<file path="src/rtl/cpu_hs_sender.sv">
// CPU-side four-phase send/ack transmitter with a DEPTH-word push FIFO.
// Define HS_TIMEOUT_EN to abort a stalled handshake phase after TIMEOUT_CYC.
module cpu_hs_sender #(
  parameter int DATA_W      = 8,
  parameter int DEPTH       = 4,
  parameter int CNT_W       = 8,
  parameter int TIMEOUT_CYC = 64
) (
  input  logic              clk2,
  input  logic              rst2,
  input  logic              wr_en,
  input  logic [DATA_W-1:0] wr_data,
  output logic              full,
  output logic [DATA_W-1:0] dado,
  output logic              send,
  input  logic              ack,
  output logic              busy,
  output logic [CNT_W-1:0]  sent_count,
  output logic              timeout_err
);

  localparam int AW = (DEPTH > 1) ? $clog2(DEPTH) : 1;
  localparam logic [AW:0] FULL_CNT = (AW+1)'(DEPTH);

  localparam logic [1:0] IDLE     = 2'd0;
  localparam logic [1:0] SEND     = 2'd1;
  localparam logic [1:0] WAIT_REL = 2'd2;

  logic [DATA_W-1:0] mem [DEPTH];
  logic [AW-1:0]     rd_ptr;
  logic [AW-1:0]     wr_ptr;
  logic [AW:0]       count;
  logic [1:0]        state;
  logic [1:0]        state_nx;
  logic              empty;
  logic              push;
  logic              pop;
  logic              done;

  assign empty = (count == '0);
  assign full  = (count == FULL_CNT);
  assign push  = wr_en && !full;
  assign busy  = !empty || (state != IDLE);

  always_ff @(posedge clk2) begin
    if (push) mem[wr_ptr] <= wr_data;
  end

  always_ff @(posedge clk2) begin
    if (!rst2) begin
      rd_ptr <= '0;
      wr_ptr <= '0;
      count  <= '0;
    end else begin
      if (push) wr_ptr <= wr_ptr + 1'b1;
      if (pop)  rd_ptr <= rd_ptr + 1'b1;
      if (push && !pop)
        count <= count + 1'b1;
      else if (pop && !push)
        count <= count - 1'b1;
    end
  end

`ifdef HS_TIMEOUT_EN
  localparam int PW = $clog2(TIMEOUT_CYC + 1);
  localparam logic [PW-1:0] TMO_LAST = PW'(TIMEOUT_CYC - 1);

  logic [PW-1:0] phase;
  logic          tmo;
  logic          tmo_hit;
  logic          err_q;

  assign tmo         = (phase == TMO_LAST);
  assign timeout_err = err_q;

  // Phase age restarts on every state entry.
  always_ff @(posedge clk2) begin
    if (!rst2) begin
      phase <= '0;
      err_q <= 1'b0;
    end else begin
      if (state == IDLE || state_nx != state)
        phase <= '0;
      else
        phase <= phase + 1'b1;
      if (tmo_hit) err_q <= 1'b1;
    end
  end
`else
  // Keeps TIMEOUT_CYC referenced when the timeout is not built.
  assign timeout_err = 1'b0 && (TIMEOUT_CYC > 0);
`endif

  always_comb begin
    state_nx = state;
    pop      = 1'b0;
    done     = 1'b0;
`ifdef HS_TIMEOUT_EN
    tmo_hit  = 1'b0;
`endif
    unique case (1'b1)
      (state == IDLE): begin
        if (!empty) begin
          pop      = 1'b1;
          state_nx = SEND;
        end
      end
      (state == SEND): begin
        if (ack) begin
          done     = 1'b1;
          state_nx = WAIT_REL;
        end
`ifdef HS_TIMEOUT_EN
        else if (tmo) begin
          tmo_hit  = 1'b1;
          state_nx = IDLE;
        end
`endif
      end
      (state == WAIT_REL): begin
        if (!ack) begin
          if (!empty) begin
            pop      = 1'b1;
            state_nx = SEND;
          end else begin
            state_nx = IDLE;
          end
        end
`ifdef HS_TIMEOUT_EN
        else if (tmo) begin
          tmo_hit  = 1'b1;
          state_nx = IDLE;
        end
`endif
      end
      default: state_nx = IDLE;
    endcase
  end

  always_ff @(posedge clk2) begin
    if (!rst2) begin
      state      <= IDLE;
      dado       <= '0;
      send       <= 1'b0;
      sent_count <= '0;
    end else begin
      state <= state_nx;
      send  <= (state_nx == SEND);
      if (pop)  dado       <= mem[rd_ptr];
      if (done) sent_count <= sent_count + 1'b1;
    end
  end

endmodule

</file>
<file path="config.mk">
export PLATFORM = sky130hd
export DESIGN_NAME = cpu_hs_sender
export DESIGN_NICKNAME = d
export VERILOG_FILES = /design/src/rtl/cpu_hs_sender.sv
export SDC_FILE = /design/constraint.sdc
export NUM_CORES = 1
export LEC_CHECK = 0
export ABC_CLOCK_PERIOD_IN_PS = 5700
export CAP_MARGIN = 20
export CORE_ASPECT_RATIO = 1.25
export CORE_MARGIN = 2
export CORE_UTILIZATION = 25
export DETAILED_ROUTE_END_ITERATION = 8
export REMOVE_ABC_BUFFERS = 1
export SYNTH_ARGS = -nofsm -noshare
export SYNTH_HDL_FRONTEND = slang
export SYNTH_SLANG_ARGS = --single-unit
</file>
<file path="constraint.sdc">
create_clock -name clk2 -period 5.7 [get_ports clk2]
set_input_delay 1.425 -clock clk2 [delete_from_list [all_inputs] [get_ports clk2]]
set_output_delay 1.425 -clock clk2 [all_outputs]
set_load 0.05 [all_outputs]
</file>
Word-level counts from Yosys, hierarchy flattened
Memory sizes are Yosys's and may differ from the RTL's. A register that Yosys moved wholly into a read port is not among the register bits.
Index checks and enable logic that the tools add are counted.
{"block": "word_totals", "ff_bits": 18, "mem_bits_rw": 32, "in_bits": 12, "output_inout_bits": 20, "wordCells": 43, "n_memories": 1}
{"block": "op_classes", "n_addsub": 5, "n_eq_ne": 4, "mux": 14, "n_reduce_logical": 13}
{"memory": "mem", "depth": 4, "width": 8, "rd": 1, "rd_clocked_by_memory_dff": 1, "write_ports": 1, "line": "29", "source": "logic [DATA_W-1:0] mem [DEPTH];"}
{"op": "$add A8 B1 Y8 const B", "count": 1}
{"op": "$mux W1", "count": 7}
{"op": "$mux W2", "count": 3}
{"op": "$mux W3", "count": 2}
{"op": "$pmux W2 S3", "count": 1}
{"op": "$logic_not A1 Y1", "count": 5}
{"op": "$add A2 B1 Y2 const B", "count": 2}
{"op": "$eq A2 B1 Y1 const B", "count": 2}
{"op": "$reduce_bool A2 Y1", "count": 2}
{"op": "$add A3 B1 Y3 const B", "count": 1}
{"op": "$eq A3 B3 Y1 const B", "count": 1}
{"op": "$logic_and A1 B1 Y1", "count": 3}
{"op": "$logic_not A3 Y1", "count": 1}
{"op": "$sub A3 B1 Y3 const B", "count": 1}
{"op": "$eq A2 B2 Y1 const B", "count": 1}
{"op": "$logic_not A2 Y1", "count": 1}
{"op": "$pmux W1 S2", "count": 1}
{"op": "$logic_or A1 B1 Y1", "count": 1}

Depth between registers and ports, before layout
Gate-level depths: netlist (run 1).
{"block": "logic_depth", "depth_word": 7, "mapped_depth": 10}

Worst setup path before layout (run 1)
Ideal clock, no wire load.
{"block": "synth_path", "kind": "input -> register", "start": "input port ack", "end": "register count[2]", "setup_time_ns": 0.070, "t_arrival_ns": 2.987, "setup_slack_ns": 2.643, "path_stages": 10, "cell_sequence": "a21o_2 > nor2_1 > buf_2 > inv_1 > ha_1 > inv_1 > fa_1 > xor2_1 > or3_1 > a21oi_1"}
{"block": "synth_via", "elab_chain_len": 5}
{"item": "start: declaration", "line": "16", "source": "input logic ack,"}
{"item": "$mux W1 (*)", "line": "121", "source": "if (!ack) begin"}
{"item": "$pmux W1 S2 (*)", "line": "101", "source": "unique case (1'b1)"}
{"item": "$logic_not A1 Y1", "line": "57", "source": "if (push && !pop)"}
{"item": "$logic_and A1 B1 Y1", "line": "57"}
{"item": "$mux W3 / $reduce_bool A2 Y1 (equally long branches)"}
{"item": "end signal: assignment", "line": "58", "source": "count <= count + 1'b1;"}
{"item": "end signal: assignment", "line": "60", "source": "count <= count - 1'b1;"}
{"item": "end: declaration", "line": "32", "source": "logic [AW:0] count;"}
Every way passes the cells marked *; elsewhere a longest branch is shown, timed or not.
A chain may end at the register's enable or synchronous reset.

Worst setup path after layout (run 1)
Same ends and word-level chain as after synthesis.

==> flow_summary.json, run 1 <==
{
  "status": "complete, no violations",
  "timing.fmax_mhz": 274.7,
  "critPathMaxFanout": 11,
  "report.final.hold_viol_count": 0,
  "wl_met3_um": 233,
  "regToRegStartpoint": "count[0]",
  "synth_edf_count": 32,
  "crit_end": "count[2]",
  "top_layer": "met4",
  "clkSlewWorstSetupHoldPaths_ns": 0.05,
  "die-area_um2": 10240,
  "vias": 1463,
  "grt_max_degree": 16,
  "setup_ws_ns": 2.060,
  "worstSetupPathType": "in2reg",
  "cts_max_path_buffers": 2,
  "netlist_area_um2": 2360,
  "wl_um": 4258,
  "ys.warnings.count": 0,
  "async_flop_share_pct": 0,
  "avgSynthCellArea_um2": 13.72,
  "clkSinkCount": 58,
  "clock-root-buffer": "clkbuf_16",
  "io_pins": 32,
  "antenna_found_initial": 0,
  "worst_setup_path_start_kind": "primary input",
  "final_cells": 334,
  "met2_length_um": 2026,
  "dp.cells": 318,
  "cp_data_required_time_ns": 5.95,
  "slew_violations": 0,
  "seq_area_um2": 1481,
  "cp-end-kind": "register",
  "ant_nets": 0,
  "gp_congestion": 0.7524,
  "tightestPinTransition_ns": 0.7807,
  "dieHeight_um": 112.6,
  "preCtsSetupSlack_ns": 1.726,
  "syn_inst": 172,
  "hold_class": "reg2reg",
  "leakage_nw": 1.079,
  "synth_area_leaders": "edfxtp_1 (41%), dfxtp_1 (22%), mux4_2 (7.6%)",
  "ctsResizeCount": 0,
  "cts_buffers": 9,
  "drtIter0Drc": 49,
  "io_buffers": 30,
  "dpl.hpwl_um": 2978,
  "die_w_um": 90.90,
  "syn2layout_area_growth_pct": 28.90,
  "std_cell_rows": 39,
  "avgViaCountPerCell": 4.380,
  "cts_tree": "done",
  "relSlewSlack_pct": 47.56,
  "coreArea_um2": 9174,
  "final_nets": 225,
  "gr-total-overflow": 0,
  "startpoint": "ack",
  "ys_seq_area_share_pct": 62.78,
  "diodes": 0,
  "synth_flop_cell": "edfxtp_1",
  "cp_data_arrival_time_ns": 3.89,
  "wire_per_inst_um": 12.75,
  "drt-met1-wl_um": 1888,
  "setup_tns_ns": 0,
  "post-route-min-period_ns": 3.640,
  "r2r_cells": 9,
  "power.density_nw_per_um2": 497.4,
  "ir_worst_vdd_v": 0.0001301,
  "synth.distinct_cells": 37,
  "rrSetupSlack_ns": 3.05,
  "nFillCells": 940,
  "post_cts_buffers": 0,
  "cts.htree.levels": 3,
  "drive_gt1_share_pct": 13.27,
  "start_util_pct": 25.72,
  "ctsHoldBuffers": 0,
  "grt_usage_pct": 9.110,
  "grt_pass1_vias": 1472,
  "synthTopCellsByCount": "edfxtp_1 (32), dfxtp_1 (26), nand2_1 (13)",
  "multi_input_area_um2": 805.8,
  "yosysTopAreaCell": "edfxtp_1",
  "r2r_end": "count[2]",
  "fin_skew_ns": 0.003845,
  "rsz0062_at_grt": "no",
  "yosysTopAreaCellShare_pct": 40.72,
  "post-route-util_pct": 33.16,
  "synth-seq-cells": 58,
  "remaining_drc_errors": 0,
  "fin_crit_sh_pct": 63.86,
  "clk_latency_ns": 0.32,
  "grt_pass1_wl_um": 7031,
  "yosysMostFrequentCell": "edfxtp_1",
  "finalSetupViolCount": 0,
  "first_pass_iters": 4,
  "maxCapViolCount": 0
}
## area by class of cell
class | instances | area share, %
clock inverter | 7 | 1.481
multi-input combinational | 99 | 26.49
tap | 123 | 5.060
sequential | 58 | 48.70
clock buffer | 9 | 7.404
timing repair buffer | 30 | 9.872
inverter | 8 | 0.9872
## power by group
| part | switching, W | internal, W |
|---|---|---|
| combinational | 0.000269 | 0.000189 |
| sequential | 0.0000667 | 0.000512 |
| clock | 0.000185 | 0.000291 |
| total | 0.000520 | 0.000992 |
## flip-flops by register name (all words and copies together) (netlist names)
name        cells
state           2
dado            8
count           3
rd_ptr          2
send            1
wr_ptr          2
sent_count      8
mem            32
## cell usage in the layout, fill, tap and decap left out, types with 8 or more instances in the layout
master / count
clkdlybuf4s50_1: 30
o2bb2ai_1: 8
clkbuf_16: 9
a21oi_1: 9
inv_1: 8
edfxtp_1: 32
mux4_2: 8
dfxtp_1: 26
nand2_1: 13
nor2_1: 8
## logic make-up after synthesis
kind of cell | after synthesis | share of synthesized area [%]
compound gates | 31 | 8.855
other cells | 1 | 0.1589
buf+inv | 15 | 3.075
mux | 10 | 8.483
flops | 58 | 62.78
simple gates | 45 | 10.76
xor+xnor | 5 | 1.856
fa+ha+maj | 7 | 4.030
## per-stage QoR
stage                     hold WS, ns  area, um2  total power (W)
final                          0.4606       3042         0.001513
after global placement         0.4517       2771         0.001043
after floorplan                0.4672       2317        0.0009068
after global routing           0.4807       3042         0.001592
after CTS                      0.4653       3042         0.001533
after detailed placement       0.4582       2771         0.001052
## worst max-delay path, stage by stage
cell	delay, ns
clkdlybuf4s50_1	0.53
a21o_2	0.30
nor2_1	0.52
inv_1	0.10
ha_1	0.23
inv_1	0.07
fa_1	0.18
xor2_1	0.08
or3_1	0.30
a21oi_1	0.14
## layer usage
metal,GRT usage (%),vias up
li1,-,717
met1,10.47,709
met2,13.93,30
met3,4.161,7
met4,5.455,0
met5,0,-
## worst min path at each step
stage	endpoint	cells after the start	slack, ns	start
after global routing	dado[4]	2	0.48	dado[4]
after floorplan	count[2]	2	0.47	count[2]
final	dado[4]	2	0.46	dado[4]
after global placement	dado[1]	2	0.45	dado[1]
after CTS	dado[4]	2	0.47	dado[4]
after detailed placement	dado[4]	2	0.46	dado[4]
(Power assumes the default switching activity.)
==> run 2, diff against run 1 <==
--- a/config.mk
+++ b/config.mk
@@ -5,7 +5,7 @@
 export SDC_FILE = /design/constraint.sdc
 export NUM_CORES = 1
 export LEC_CHECK = 0
-export ABC_CLOCK_PERIOD_IN_PS = 5700
+export ABC_CLOCK_PERIOD_IN_PS = 3350
 export CAP_MARGIN = 20
 export CORE_ASPECT_RATIO = 1.25
 export CORE_MARGIN = 2
==> constraint.sdc (replaced) <==
create_clock -name clk2 -period 3.35 [get_ports clk2]
set_input_delay 0.8375 -clock clk2 [delete_from_list [all_inputs] [get_ports clk2]]
set_output_delay 0.8375 -clock clk2 [all_outputs]
set_load 0.05 [all_outputs]
==> flow_summary.json, run 2 (synthesis results as in run 1) <==
{
  "dieHeight_um": 112.6,
  "avgViaCountPerCell": 4.366,
  "crit_slowest_cell": "clkdlybuf4s50_1",
  "report.final.hold_viol_count": 0,
  "tightestPinTransition_ns": 1.002,
  "crit_chain": "or3b_2 -> inv_1 -> clkdlybuf4s50_1",
  "coreArea_um2": 9174,
  "critPathMaxFanout": 7,
  "hold_class": "reg2reg",
  "cp_data_arrival_time_ns": 2.19,
  "setup_tns_ns": 0,
  "cts_tree": "done",
  "ctsHoldBuffers": 0,
  "gp_congestion": 0.6669,
  "r2r_cells": 9,
  "slew_violations": 0,
  "die_w_um": 90.90,
  "largestRegisters": "mem x32, dado x8, sent_count x8",
  "diodes": 0,
  "finalSetupViolCount": 0,
  "start_util_pct": 25.72,
  "timing.fmax_mhz": 330.1,
  "post-route-min-period_ns": 3.029,
  "dp.cells": 320,
  "rsz0062_at_grt": "no",
  "cts.htree.levels": 3,
  "remaining_drc_errors": 0,
  "dpl.hpwl_um": 3136,
  "post_cts_buffers": 0,
  "power.density_nw_per_um2": 854.9,
  "crit_buf_inv": 2,
  "cp-end-kind": "output pin",
  "cp_data_required_time_ns": 2.51,
  "worst_setup_path_start_kind": "register",
  "maxCapViolCount": 0,
  "status": "complete, no violations",
  "crit_end": "full",
  "largest-register": "mem",
  "gr-total-overflow": 0,
  "regToRegStartpoint": "count[0]",
  "wl_um": 4404,
  "leakage_nw": 1.105,
  "drive_gt1_share_pct": 13.15,
  "grt_usage_pct": 9.430,
  "final_cell_mix": "edfxtp_1 (32), clkdlybuf4s50_1 (30), dfxtp_1 (26)",
  "io_buffers": 30,
  "antenna_found_initial": 0,
  "final_nets": 227,
  "io_pins": 32,
  "fin_crit_sh_pct": 90.42,
  "std_cell_rows": 39,
  "relSlewSlack_pct": 32.72,
  "worstSetupPathType": "reg2out",
  "ir_worst_vdd_v": 0.0002207,
  "grt_max_degree": 16,
  "cts_max_path_buffers": 2,
  "ctsResizeCount": 0,
  "clk_latency_ns": 0.32,
  "fin_skew_ns": 0.006629,
  "die-area_um2": 10240,
  "grt_pass1_vias": 1541,
  "cts_buffers": 9,
  "crit_family": "buffers and inverters",
  "vias": 1467,
  "startpoint": "count[0]",
  "drtIter0Drc": 80,
  "rrSetupSlack_ns": 1.00,
  "first_pass_iters": 4,
  "final_cells": 336,
  "grt_pass1_wl_um": 7341,
  "slowest_delay_ns": 0.82,
  "largest_reg_flops": 32,
  "clock-root-buffer": "clkbuf_16",
  "syn2layout_area_growth_pct": 30.17,
  "clkSinkCount": 58,
  "clkSlewWorstSetupHoldPaths_ns": 0.05,
  "wire_per_inst_um": 13.11,
  "worst-path-stages": 3,
  "r2r_end": "count[2]",
  "final_common_cell": "edfxtp_1",
  "ant_nets": 0
}
==> run 2: cell types whose count changed in the layout (fill, tap and decap cells not counted) <==
cell and change:
clkinv_1 -1, buf_4 +2, inv_6 -1, clkbuf_8 +1, clkbuf_1 +3, clkbuf_16 +1, clkinvlp_4 -3
==> run 2: worst register-to-register path, delay by kind of cell (launching register included) <==
| family | cells | cell delay [ns] |
|---|---|---|
| flops | 1 | 0.35 |
| buf+inv | 2 | 0.15 |
| simple gates | 3 | 0.94 |
| compound gates | 1 | 0.13 |
| xor+xnor | 1 | 0.16 |
| fa+ha+maj | 2 | 0.55 |
==> run 2: per-layer routing <==
metal | share of wire, % | up-vias | track usage (%)
li1 | - | 718 | -
met1 | 40 | 710 | 9.414
met2 | 52 | 29 | 16.47
met3 | 5.4 | 10 | 3.893
met4 | 2.5 | 0 | 5.455
met5 | 0 | - | 0
==> run 2: per-stage QoR <==
stage / hold WS, ns / total power (W) / utilization [%] / setup slack [ns] / area (um2)
floorplan: 0.4672 / 0.001543 / - / 0.8324 / 2317
global placement: 0.4513 / 0.001782 / 30.37 / 0.3093 / 2786
detailed placement: 0.4548 / 0.001805 / 30.37 / 0.2446 / 2786
CTS: 0.4628 / 0.002662 / 33.48 / 0.3032 / 3072
global route: 0.4869 / 0.002766 / 33.48 / 0.2284 / 3072
finish: 0.4591 / 0.002626 / 33.48 / 0.3210 / 3072
==> run 2: area by class of cell <==
cell class	instances	area (um2)
Tap cell	123	153.9
Sequential cell	58	1481
Clock buffer	14	275.3
Multi-Input combinational cell	99	805.8
Timing Repair Buffer	32	315.3
Clock inverter	2	10.01
Fill cell	933	6102
Inverter	8	30.03
==> run 2: power breakdown <==
group          leakage (nW)  switching [W]  internal [W]
combinational         0.457       0.000465      0.000334
sequential            0.506       0.000109      0.000872
clock                 0.142       0.000284      0.000562
==> run 2: worst min path at each step <==
stage	startpoint	end	slack, ns	cells past startpoint
2_1_floorplan	count[2]	count[2]	0.47	2
3_3_place_gp	dado[0]	dado[0]	0.45	2
3_5_place_dp	dado[4]	dado[4]	0.45	2
4_1_cts	dado[2]	dado[2]	0.46	2
5_1_grt	dado[3]	dado[3]	0.49	2
6_report	dado[2]	dado[2]	0.46	2
==> run 3, diff against run 2 <==
--- a/config.mk
+++ b/config.mk
@@ -6,12 +6,12 @@
 export NUM_CORES = 1
 export LEC_CHECK = 0
 export ABC_CLOCK_PERIOD_IN_PS = 3350
-export CAP_MARGIN = 20
 export CORE_ASPECT_RATIO = 1.25
 export CORE_MARGIN = 2
 export CORE_UTILIZATION = 25
 export DETAILED_ROUTE_END_ITERATION = 8
 export REMOVE_ABC_BUFFERS = 1
+export SETUP_SLACK_MARGIN = 0.02
 export SYNTH_ARGS = -nofsm -noshare
 export SYNTH_HDL_FRONTEND = slang
 export SYNTH_SLANG_ARGS = --single-unit
==> results of run 3 <==
No change in the layout: final DEF, timing and power equal those of run 2.
